--- config.mk ---
export PLATFORM = sky130hd
export DESIGN_NAME = uart_tx
export DESIGN_NICKNAME = d
export VERILOG_FILES = /design/src/rtl/uart_pkg.sv /design/src/rtl/uart_bit_timer.sv /design/src/rtl/uart_tx.sv
export SDC_FILE = /design/constraint.sdc
export NUM_CORES = 1
export LEC_CHECK = 0
export CORE_ASPECT_RATIO = 0.5
export CORE_MARGIN = 2
export CORE_UTILIZATION = 28
export DETAILED_ROUTE_END_ITERATION = 16
export GPL_TIMING_DRIVEN = 0
export PLACE_DENSITY = 0.56
export SETUP_SLACK_MARGIN = 0.4
export SLEW_MARGIN = 20
export SYNTH_ARGS = -nofsm -noshare
export SYNTH_HDL_FRONTEND = slang
export SYNTH_HIERARCHICAL = 1
export SYNTH_SLANG_ARGS = --single-unit
--- constraint.sdc ---
create_clock -name clk_uart -period 2 [get_ports clk_uart]
set_input_delay 0.6 -clock clk_uart [delete_from_list [all_inputs] [get_ports clk_uart]]
set_output_delay 0.6 -clock clk_uart [all_outputs]
set_load 0.01 [all_outputs]
--- src/rtl/uart_pkg.sv ---
// Shared UART definitions: FSM state encoding, default frame format and a
// frame-length helper, common to transmitter and receiver.
package uart_pkg;

    typedef enum logic [2:0] {
        IDLE,
        START,
        DATA,
        PARITY,
        STOP
    } uart_state_t;

    localparam int UART_CLKS_PER_BIT = 16;
    localparam int UART_DATA_BITS    = 8;
    localparam int UART_PARITY_EN    = 1;
    localparam int UART_PARITY_ODD   = 0;
    localparam int UART_STOP_BITS    = 1;

    // Whole frame in clk_uart cycles; int holds the worst case (12 * 65535).
    function automatic int uart_frame_len(input int clks_per_bit,
                                          input int data_bits,
                                          input int parity_en,
                                          input int stop_bits);
        return (1 + data_bits + parity_en + stop_bits) * clks_per_bit;
    endfunction

endpackage

--- src/rtl/uart_bit_timer.sv ---
// Bit-period timer: pulses bit_end on the last cycle of every serial bit
// while run is high, and holds at zero while run is low.
module uart_bit_timer #(
    parameter int CLKS_PER_BIT = 16
) (
    input  logic clk_uart,
    input  logic clrn,
    input  logic run,
    output logic bit_end
);

    localparam int            CW   = (CLKS_PER_BIT > 1) ? $clog2(CLKS_PER_BIT) : 1;
    localparam logic [CW-1:0] LAST = CW'(CLKS_PER_BIT - 1);

    logic [CW-1:0] cnt;

    assign bit_end = run && (cnt == LAST);

    always_ff @(posedge clk_uart or negedge clrn) begin
        if (!clrn) begin
            cnt <= '0;
        end else if (!run || bit_end) begin
            cnt <= '0;
        end else begin
            cnt <= cnt + 1'b1;
        end
    end

endmodule

--- src/rtl/uart_tx.sv ---
// UART transmitter: start bit, DATA_BITS data bits LSB first, optional parity,
// STOP_BITS stop bits. txd/tx_busy/tx_done are registered; tx_ready is not.
module uart_tx
    import uart_pkg::*;
#(
    parameter int CLKS_PER_BIT = UART_CLKS_PER_BIT,
    parameter int DATA_BITS    = UART_DATA_BITS,
    parameter int PARITY_EN    = UART_PARITY_EN,
    parameter int PARITY_ODD   = UART_PARITY_ODD,
    parameter int STOP_BITS    = UART_STOP_BITS
) (
    input  logic       clk_uart,
    input  logic       clrn,
    input  logic       tx_valid,
    input  logic [7:0] tx_data,
    output logic       tx_ready,
    output logic       txd,
    output logic       tx_busy,
    output logic       tx_done
);

    localparam logic [7:0] DATA_MASK = 8'((16'd1 << DATA_BITS) - 16'd1);
    localparam logic [2:0] LAST_DATA = 3'(DATA_BITS - 1);
    localparam logic [2:0] LAST_STOP = 3'(STOP_BITS - 1);

    uart_state_t state, state_next;
    logic [7:0]  shift_reg, shift_next;
    logic [2:0]  bit_cnt, bit_cnt_next;
    logic        parity_bit;
    logic        txd_next, busy_next, done_next;
    logic        bit_end;
    logic        accept;

    assign tx_ready = (state == IDLE);
    assign accept   = tx_valid && tx_ready;

    uart_bit_timer #(
        .CLKS_PER_BIT(CLKS_PER_BIT)
    ) u_bit_timer (
        .clk_uart(clk_uart),
        .clrn    (clrn),
        .run     (state != IDLE),
        .bit_end (bit_end)
    );

    // The output registers are loaded with the value belonging to the state
    // being entered, so txd changes exactly on the bit boundary.
    always_ff @(posedge clk_uart or negedge clrn) begin
        if (!clrn) begin
            state      <= IDLE;
            shift_reg  <= '0;
            bit_cnt    <= '0;
            parity_bit <= 1'b0;
            txd        <= 1'b1;
            tx_busy    <= 1'b0;
            tx_done    <= 1'b0;
        end else begin
            state     <= state_next;
            shift_reg <= shift_next;
            bit_cnt   <= bit_cnt_next;
            if (accept) begin
                parity_bit <= (^(tx_data & DATA_MASK)) ^ (PARITY_ODD != 0);
            end
            txd     <= txd_next;
            tx_busy <= busy_next;
            tx_done <= done_next;
        end
    end

    always_comb begin
        state_next   = state;
        shift_next   = shift_reg;
        bit_cnt_next = bit_cnt;
        case (state)
            IDLE: begin
                if (accept) begin
                    state_next = START;
                    shift_next = tx_data & DATA_MASK;
                end
            end
            START: begin
                if (bit_end) begin
                    state_next = DATA;
                end
            end
            DATA: begin
                if (bit_end) begin
                    shift_next = {1'b0, shift_reg[7:1]};
                    if (bit_cnt == LAST_DATA) begin
                        bit_cnt_next = '0;
                        state_next   = (PARITY_EN != 0) ? PARITY : STOP;
                    end else begin
                        bit_cnt_next = bit_cnt + 3'd1;
                    end
                end
            end
            PARITY: begin
                if (bit_end) begin
                    state_next = STOP;
                end
            end
            STOP: begin
                // bit_cnt is reused here to count stop bits.
                if (bit_end) begin
                    if (bit_cnt == LAST_STOP) begin
                        bit_cnt_next = '0;
                        state_next   = IDLE;
                    end else begin
                        bit_cnt_next = bit_cnt + 3'd1;
                    end
                end
            end
            default: begin
                state_next   = IDLE;
                bit_cnt_next = '0;
            end
        endcase
    end

    always_comb begin
        txd_next  = 1'b1;
        busy_next = (state_next != IDLE);
        done_next = (state == STOP) && (state_next == IDLE);
        case (state_next)
            START:   txd_next = 1'b0;
            DATA:    txd_next = shift_next[0];
            PARITY:  txd_next = parity_bit;
            default: txd_next = 1'b1;
        endcase
    end

endmodule

==> results.cfg, run 1 <==
[yosys]
ys_types = 39
yosysWarnings = 6
synth_top_cell_area_share_pct = 42.6
yosys.area.top_type = dfrtp_1
synthTopCellsByArea = dfrtp_1, xnor2_1, nand2_1
syn_nets = 143
synth_area_mm2 = 0.00123
synth_cells = 128
synth_area_per_cell_um2 = 9.65
synth_seq_area_share_pct = 44.7
ys_seq_elements = 22

[power]
p_leak_nw = 0.769
switching_share_pct = 36.3
combPwrFrac_pct = 50.7
vdd_drop_max_mv = 0.338
switchingPower_mw = 0.765
pwr-share-seq_pct = 35.7
pwr-share-clk_pct = 13.6
intPower_mw = 1.34
p_total_mw = 2.11
power.density_mw_per_mm2 = 1170

[layout]
design_area_mm2 = 0.00181
stdcell_count = 223
fillCellCount = 395
drive_gt1_share_pct = 40.4
final-seq-area_um2 = 556
nets = 182
largest_reg_flops = 8
multi_input_area_um2 = 746
antenna_cells = 0
area_growth_pct = 46.3

[placement]
dp_cells = 199
dpl_cell_area_mm2 = 0.00148
port_buffers = 14
dpl.hpwl_um = 1760
globalplace.congestion = 0.787

[cts]
worst_skew_pair.late_latency_ns = 0.26
cts_buffer_depth = 2
cts_max_level = 1
clk_pin_slew_ns = 0.08
cts_buffers = 3
cts_tree = yes
root_buffer = clkbuf_8
cts_sinks = 22

[setup_path]
reg2reg_depth = 11
crit_arrival_ns = 1.95
crit_buf_inv = 4
slowest_delay_ns = 0.41
critPathTopFamily = compound AO/OA/AOI/OAI gates
crit_chain = buf_6, nor2_4, nand2_2, inv_2, nor2_2, buf_6, nor4bb_4, buf_4, a22o_4, a21oi_4, a31oi_2
critPathKind = reg2reg
startpoint_type = flip-flop
cp_slowest_cell = dfrtp_2
cp.depth = 11
crit_top_cell = buf_6
cp.required_ns = 2.18
worst-path-max-fanout = 8
worstSetupEndpointType = flip-flop

[global_route]
grt_pass1_wl_um = 4820
antenna_found_initial = 0
grt_use_total_pct = 12.1
grt_pass1_vias = 1071
overflow = 0
grt_max_degree = 23

[detailed_routing]
wl_um = 2870
drt_iter0_drc = 67
wl_per_cell_um = 12.9
via_count = 1086
antenna_left = 0
dr.pass1.iters = 4
drc_errors = 0
vias_per_cell = 4.87

[timing]
timing.slew.headroom_pct = 66.7
period_share_pct = 88.5
fmax_ghz = 0.565
skew_ns = 0.00813
hold_viol_final = 0
rsz0062_at_grt = true
slew_viol_final = 0
final.min_clock_period_ns = 1.77
worstMarginPinSlew_ns = 0.499
setup_viol = 0
fin_setup_tns_ns = 0

[job]
drv_cap = 0

[floorplan]
core_mm2 = 0.00432
num_rows = 17
ios = 15
die_width_um = 97.9
die-area_mm2 = 0.00499
initial_core_util_pct = 28.6
die_y_um = 51.0

[hold_path]
hp-class = in2async

[status]
status = finished clean
## worst reg2reg max path, stage by stage, from the launching register on
cell      delay, ns
dfrtp_2        0.41
buf_6          0.12
nor2_4         0.11
nand2_2        0.07
inv_2          0.06
nor2_2         0.03
buf_6          0.12
nor4bb_4       0.14
buf_4          0.14
a22o_4         0.25
a21oi_4        0.12
a31oi_2        0.09
## cell usage after synthesis, drive strengths merged
cell type,n
a21bo,1
a21o,1
a21oi,11
a22o,2
a22oi,6
a311oi,1
a31oi,3
a41oi,1
and2,1
and3,2
and4,1
buf,5
clkbuf,1
dfrtp,21
dfstp,1
ha,4
inv,10
nand2,17
nand2b,3
nand3,4
nand3b,2
nand4,1
nor2,4
nor2b,2
nor3,2
nor3b,1
nor4b,1
nor4bb,1
o211ai,1
o21ai,5
o22ai,1
o31ai,2
or3b,1
xnor2,8
## routing by layer
layer	GRT usage (%)	vias to the layer above	routed length (µm)
met5	0	-	0
met4	2.78	0	12
met3	3.56	2	86
met2	21.7	14	1440
met1	14.6	542	1330
li1	-	528	-
## layout by cell type, fill, tap and decap left out, types with 2 or more instances in the layout
cell             synthesis  final
a31oi_1                  2      2
and3_1                   2      2
dfrtp_2                  0      3
xnor2_1                  8      8
a22oi_2                  0      6
nand3b_1                 2      2
buf_4                    2     18
nand2_1                 17     16
inv_1                   10      8
buf_6                    0      4
dlygate4sd2_1            0      3
nand3_1                  4      3
nand2b_1                 3      2
clkdlybuf4s50_1          0      8
nor2_1                   4      2
o21ai_0                  3      2
a21oi_1                  9      6
a21oi_2                  2      4
ha_2                     0      3
buf_2                    3      4
dfrtp_1                 21     18
clkbuf_8                 0      3
o21ai_1                  2      3
## power by group through the flow
stage	logic, mW	registers, mW	clock network [mW]
2_1_floorplan	0.540	0.741	0
3_3_place_gp	0.700	0.758	0
3_5_place_dp	0.713	0.762	0
4_1_cts	0.984	0.746	0.296
5_1_grt	1.17	0.771	0.317
6_report	1.07	0.753	0.285
## cell type report
class / count / area share (%)
Tap cell: 57 / 3.95
Timing Repair Buffer: 34 / 16.1
Buffer: 6 / 3.19
Clock buffer: 4 / 2.49
Inverter: 10 / 2.22
Multi-Input combinational cell: 90 / 41.3
Sequential cell: 22 / 30.7
## cell families after synthesis
group / share of synthesized area, %
simple gates: 19.4
compound gates: 20.5
flops: 44.7
buf+inv: 5.77
xor+xnor: 5.67
fa+ha+maj: 4.05
## worst paths after layout
path / slack, ns / from / end
hold reg to reg: 0.50 / shift_reg[0]$_DFF_PN0_ / shift_reg[0]$_DFF_PN0_
max in group asynchronous: 1.33 / clrn / state[1]$_DFF_PN0_
hold / removal: 0.29 / clrn / u_bit_timer/cnt[3]$_DFF_PN0_
setup reg to reg: 0.23 / state[1]$_DFF_PN0_ / txd$_DFF_PN1_
min in group clk_uart: 0.50 / shift_reg[0]$_DFF_PN0_ / shift_reg[0]$_DFF_PN0_
setup / recovery: 0.23 / state[1]$_DFF_PN0_ / txd$_DFF_PN1_
## timing repair
item                                    CTS  global route
setup buffers                            16             4
pin swaps                                23            15
hold buffers                              0             0
resized for setup                        36            10
endpoints found under the setup margin   42            16
## metrics by stage
step           hold slack, ns  util [%]  worst slack, ns
6_report                0.290      41.8            0.231
5_1_grt                 0.337      41.8            0.147
4_1_cts                 0.508      40.4            0.215
3_5_place_dp            0.459      34.2           -0.121
3_3_place_gp            0.457      34.2           -0.103
2_1_floorplan           0.304         -            0.186
Note: power is estimated with default switching activity, not from simulation.
==> run 2, diff against run 1 <==
--- a/config.mk
+++ b/config.mk
@@ -6,13 +6,12 @@
 export NUM_CORES = 1
 export LEC_CHECK = 0
 export CORE_ASPECT_RATIO = 0.5
-export CORE_MARGIN = 2
+export CORE_MARGIN = 10
 export CORE_UTILIZATION = 28
 export DETAILED_ROUTE_END_ITERATION = 16
-export GPL_TIMING_DRIVEN = 0
 export PLACE_DENSITY = 0.56
 export SETUP_SLACK_MARGIN = 0.4
-export SLEW_MARGIN = 20
+export SLEW_MARGIN = 5
 export SYNTH_ARGS = -nofsm -noshare
 export SYNTH_HDL_FRONTEND = slang
 export SYNTH_HIERARCHICAL = 1
==> run 2 against run 1 <==
Compared with the run above: combinational power about the same; critical path depth decreased by 2; fmax increased by 6.9%; first-iteration DRC count decreased by 55%; critical endpoint is now shift_reg[3]$_DFFE_PN0P_; cell count decreased by 1.3%; register-to-register slack improved by 0.11 ns; core utilization increased by 4.8 points; largest power group unchanged; wire length increased by 1.0%.
==> results.cfg, run 2 (synthesis gave the netlist of run 1 again) <==
[status]
status = finished clean

[power]
power.density_mw_per_mm2 = 1170
switchingPower_mw = 0.780
pwr-share-seq_pct = 33.9
vdd_drop_max_mv = 0.368
switching_share_pct = 35.1
p_leak_nw = 0.798
pwr-share-clk_pct = 18.9
combPwrFrac_pct = 47.2
intPower_mw = 1.44

[placement]
dpl_cell_area_mm2 = 0.00151
port_buffers = 14
globalplace.congestion = 0.763
dpl.hpwl_um = 1930

[layout]
design_area_mm2 = 0.00190
antenna_cells = 0
area_growth_pct = 53.6
drive_gt1_share_pct = 44.6
mostFrequentLayoutCell = buf_4
fillCellCount = 371
largest_reg_flops = 8
nets = 182
final_util_pct = 46.7
layout_common_cells = buf_4, dfrtp_1, nand2_1

[setup_path]
critPathKind = reg2reg
worst-path-max-fanout = 6
crit_arrival_ns = 1.82
cp.required_ns = 2.16
worstSetupEndpointType = flip-flop
startpoint_type = flip-flop

[detailed_routing]
drc_errors = 0
drt_iter0_drc = 30
wl_per_cell_um = 13.2
antenna_left = 0
vias_per_cell = 4.73
wl_um = 2900
dr.pass1.iters = 4
via_count = 1040

[cts]
cts_buffer_depth = 2
cts_sinks = 22
cts_max_level = 1
worst_skew_pair.late_latency_ns = 0.27
cts_buffers = 3
root_buffer = clkbuf_8
cts_tree = yes
clk_pin_slew_ns = 0.08
cts_hold_buf = 0

[timing]
hold_viol_final = 0
final.min_clock_period_ns = 1.65
worstMarginPinSlew_ns = 0.299
rsz0062_at_grt = true
timing.slew.headroom_pct = 80.0
slew_viol_final = 0
fmax_ghz = 0.604
hold_slack_ns = 0.473
fin_setup_tns_ns = 0
skew_ns = 0.00202
setup_viol = 0
period_share_pct = 82.7

[floorplan]
die_width_um = 114
ios = 15
die-area_mm2 = 0.00763
num_rows = 16
initial_core_util_pct = 30.4
core_mm2 = 0.00406
die_y_um = 67.0

[global_route]
grt_max_degree = 23
antenna_found_initial = 0
overflow = 0
grt_use_total_pct = 7.59
grt_pass1_wl_um = 4810
grt_pass1_vias = 1033

[job]
drv_cap = 0

[hold_path]
hp-class = reg2reg
[run 2: cell types whose count changed in the layout (fill, tap and decap cells not counted), sizes merged]
cell,delta
dlygate4sd2,-1
dlymetal6s2s,+1
clkdlybuf4s50,+1
bufinv,+1
clkbuf,-2
[run 2: worst paths after layout]
check / end / slack, ns / depth (start not counted) / start
worst min register to register: shift_reg[0]$_DFF_PN0_ / 0.47 / 2 / shift_reg[0]$_DFF_PN0_
min in group asynchronous: bit_cnt[0]$_DFFE_PN0P_ / 0.68 / 2 / clrn
worst min-delay path: shift_reg[0]$_DFF_PN0_ / 0.47 / 2 / shift_reg[0]$_DFF_PN0_
worst max-delay path: shift_reg[3]$_DFFE_PN0P_ / 0.35 / 9 / u_bit_timer/cnt[0]$_DFF_PN0_
worst max register to register: shift_reg[3]$_DFFE_PN0P_ / 0.35 / 9 / u_bit_timer/cnt[0]$_DFF_PN0_
max in group asynchronous: txd$_DFF_PN1_ / 1.04 / 2 / clrn
[run 2: layer usage]
layer	routed length, µm	GRT usage [%]	up-vias
met5	0	0	-
met4	38	2.80	0
met3	69	1.88	5
met2	1410	13.2	14
met1	1380	8.96	495
li1	-	-	526
[run 2: power by group through the flow]
stage / clock network [mW] / logic [mW] / registers [mW]
final: 0.421 / 1.05 / 0.754
after global routing: 0.446 / 1.17 / 0.775
after CTS: 0.430 / 0.893 / 0.738
after detailed placement: 0 / 0.788 / 0.733
after global placement: 0 / 0.782 / 0.730
after floorplan: 0 / 0.540 / 0.741
[run 2: per-stage QoR]
| stage | power (mW) | instances | setup slack, ns |
|---|---|---|---|
| floorplan | 1.28 | 128 | 0.186 |
| global placement | 1.51 | 201 | -0.0508 |
| detailed placement | 1.52 | 201 | -0.110 |
| CTS | 2.06 | 210 | 0.258 |
| global route | 2.39 | 220 | 0.251 |
| finish | 2.22 | 220 | 0.345 |
[run 2: worst max-delay path, cell delays in order, from the launching register on]
cell      delay (ns)
dfrtp_1         0.36
ha_2            0.21
nand3_4         0.10
nor2_4          0.11
buf_6           0.13
and2_4          0.16
o211ai_4        0.10
buf_6           0.15
a22oi_2         0.15
nand2_1         0.07
[run 2: cell type report]
| type | instances | area (µm²) | area share, % |
|---|---|---|---|
| Sequential cell | 22 | 554 | 29.2 |
| Clock buffer | 3 | 41.3 | 2.18 |
| Multi-Input combinational cell | 90 | 812 | 42.8 |
| Clock inverter | 1 | 30.0 | 1.58 |
| Timing Repair Buffer | 40 | 354 | 18.7 |
| Inverter | 10 | 37.5 | 1.98 |
| Tap cell | 54 | 67.6 | 3.56 |
[run 2: timing repair]
action                                 CTS  global route
setup endpoints to repair               16            16
setup buffers                            5            10
gates resized for setup                 26            30
pin swaps                               16            20
endpoints found under the hold margin    0             0
==> run 3, diff against run 2 <==
==> constraint.sdc (replaced) <==
create_clock -name clk_uart -period 1.3 [get_ports clk_uart]
set_input_delay 0.39 -clock clk_uart [delete_from_list [all_inputs] [get_ports clk_uart]]
set_output_delay 0.39 -clock clk_uart [all_outputs]
set_load 0.01 [all_outputs]
==> run 3 against run 2 <==
Compared with the run above: the flow now finishes with violations (setup timing); via count increased by 5.6%; sequential cell count unchanged; die area unchanged; sequential share of layout area decreased by 1.1 points; clock skew increased by 0.0084 ns; wire length increased by 4.5%; setup slack got worse by 0.65 ns; sequential power increased by 55%; combinational power increased by 77%; worst hold slack got worse by 0.039 ns; critical path type unchanged; largest cell class unchanged; highest routed layer unchanged.
==> results.cfg, run 3 (synthesis gave the netlist of run 1 again) <==
[setup_path]
startpoint_type = flip-flop
crit_arrival_ns = 1.79
reg2reg_depth = 8
crit_chain = ha_4, nand3_4, nor2_4, nor4bb_4, buf_4, a22o_4, a21oi_4, a31oi_2
critPathKind = reg2reg
worst-path-max-fanout = 7
cp.required_ns = 1.49
slowest_delay_ns = 0.39
worstSetupEndpointType = flip-flop
cp_slowest_cell = dfrtp_1

[power]
vdd_drop_max_mv = 0.719
power.density_mw_per_mm2 = 1770
p_leak_nw = 0.846

[floorplan]
die_y_um = 67.0
die_width_um = 114
core_mm2 = 0.00406
ios = 15
initial_core_util_pct = 30.4
num_rows = 16
die-area_mm2 = 0.00763

[global_route]
gr-usage-met2_pct = 13.5
antenna_found_initial = 0
grt_pass1_wl_um = 5150
grt_max_degree = 17
use_met1_pct = 10.2
top_usage_layer = met2
use_met3_pct = 2.32
grt_pass1_vias = 1099
overflow = 0
grt_use_total_pct = 8.23

[timing]
worstMarginPinSlew_ns = 0.385
timing.slew.headroom_pct = 74.2
setup_viol = 19
rsz0062_at_grt = true
timing.final.ws_setup_ns = -0.300
fmax_ghz = 0.625
hold_viol_final = 0
skew_ns = 0.0104
period_share_pct = 123
slew_viol_final = 0
final.min_clock_period_ns = 1.60

[detailed_routing]
dr.pass1.iters = 4
via_count = 1098
drt_iter0_drc = 39
vias_per_cell = 4.71
antenna_left = 0
wl_per_cell_um = 13.0
drc_errors = 0
wl_um = 3030

[layout]
antenna_cells = 0
fillCellCount = 351
largest_reg_flops = 8
stdcell_count = 233
layout_common_cells = buf_4, dfrtp_1, nand2_1
area_growth_pct = 59.0
final_util_pct = 48.3
drive_gt1_share_pct = 46.4
nets = 195
mostFrequentLayoutCell = buf_4

[cts]
cts_buffers = 3
cts_hold_buf = 0
cts_sinks = 22
cts_buffer_depth = 2
root_buffer = clkbuf_8
clk_pin_slew_ns = 0.09
cts_tree = yes
worst_skew_pair.late_latency_ns = 0.27
cts_max_level = 1

[job]
drv_cap = 0

[hold_path]
hp-class = in2async

[placement]
place_ws_ns = -0.550
globalplace.congestion = 0.766
port_buffers = 14
dpl.hpwl_um = 2130
dp_cells = 221

[status]
failed_checks = setup timing
status = finished, violations left
==> run 3: cell type report <==
class / count / area [µm²] / area share (%)
flip-flops and latches: 22 / 553 / 28.2
clock buffers: 4 / 45.0 / 2.29
repair buffers: 53 / 449 / 22.9
multi-input cells: 90 / 811 / 41.3
well taps: 54 / 67.6 / 3.44
inverters: 10 / 37.5 / 1.91
==> run 3: final timing paths <==
check | startpoint | end | slack, ns
worst min-delay path | clrn | bit_cnt[1]$_DFFE_PN0P_ | 0.43
worst max-delay path | u_bit_timer/cnt[1]$_DFF_PN0_ | txd$_DFF_PN1_ | -0.30
min in group clk_uart | shift_reg[3]$_DFFE_PN0P_ | shift_reg[2]$_DFFE_PN0P_ | 0.51
worst min register to register | shift_reg[3]$_DFFE_PN0P_ | shift_reg[2]$_DFFE_PN0P_ | 0.51
max in group asynchronous | clrn | txd$_DFF_PN1_ | 0.64
worst max register to register | u_bit_timer/cnt[1]$_DFF_PN0_ | txd$_DFF_PN1_ | -0.30
==> run 3: power breakdown <==
part,switching (mW),internal (mW),total [mW]
Sequential,0.215,0.956,1.17
Clock,0.232,0.219,0.451
Combinational,0.826,1.03,1.86
==> run 3: per-stage QoR <==
stage               power [mW]  setup TNS (ns)  hold WS (ns)  cell area [µm²]
finish                    3.48           -3.81         0.433             1960
global route              3.73           -5.43         0.464             1960
CTS                       3.24           -3.76         0.443             1840
detailed placement        2.54           -7.95         0.460             1660
global placement          2.49           -6.96         0.464             1660
floorplan                 1.97           -5.76        0.0944             1270
==> run 3: timing repair <==
item,CTS,global route
gates cloned,1,0
setup endpoints to repair,26,26
gates resized for setup,38,23
pin swaps,11,19
setup buffers,3,4
==> run 3: worst max-delay path: cells and delay by family, from the launching register on <==
kind                       cells  cell delay (ns)
DFF                            1             0.39
AOI/OAI and AO/OA              3             0.29
adders and majority gates      1             0.17
buffers and inverters          1             0.16
and+or+nand+nor                3             0.51
==> run 3: metal layers <==
layer | part of all wire (%) | vias to the layer above
li1 | - | 550
met1 | 47 | 527
met2 | 49 | 19
met3 | 3.6 | 2
met4 | 0.92 | 0
met5 | 0 | -
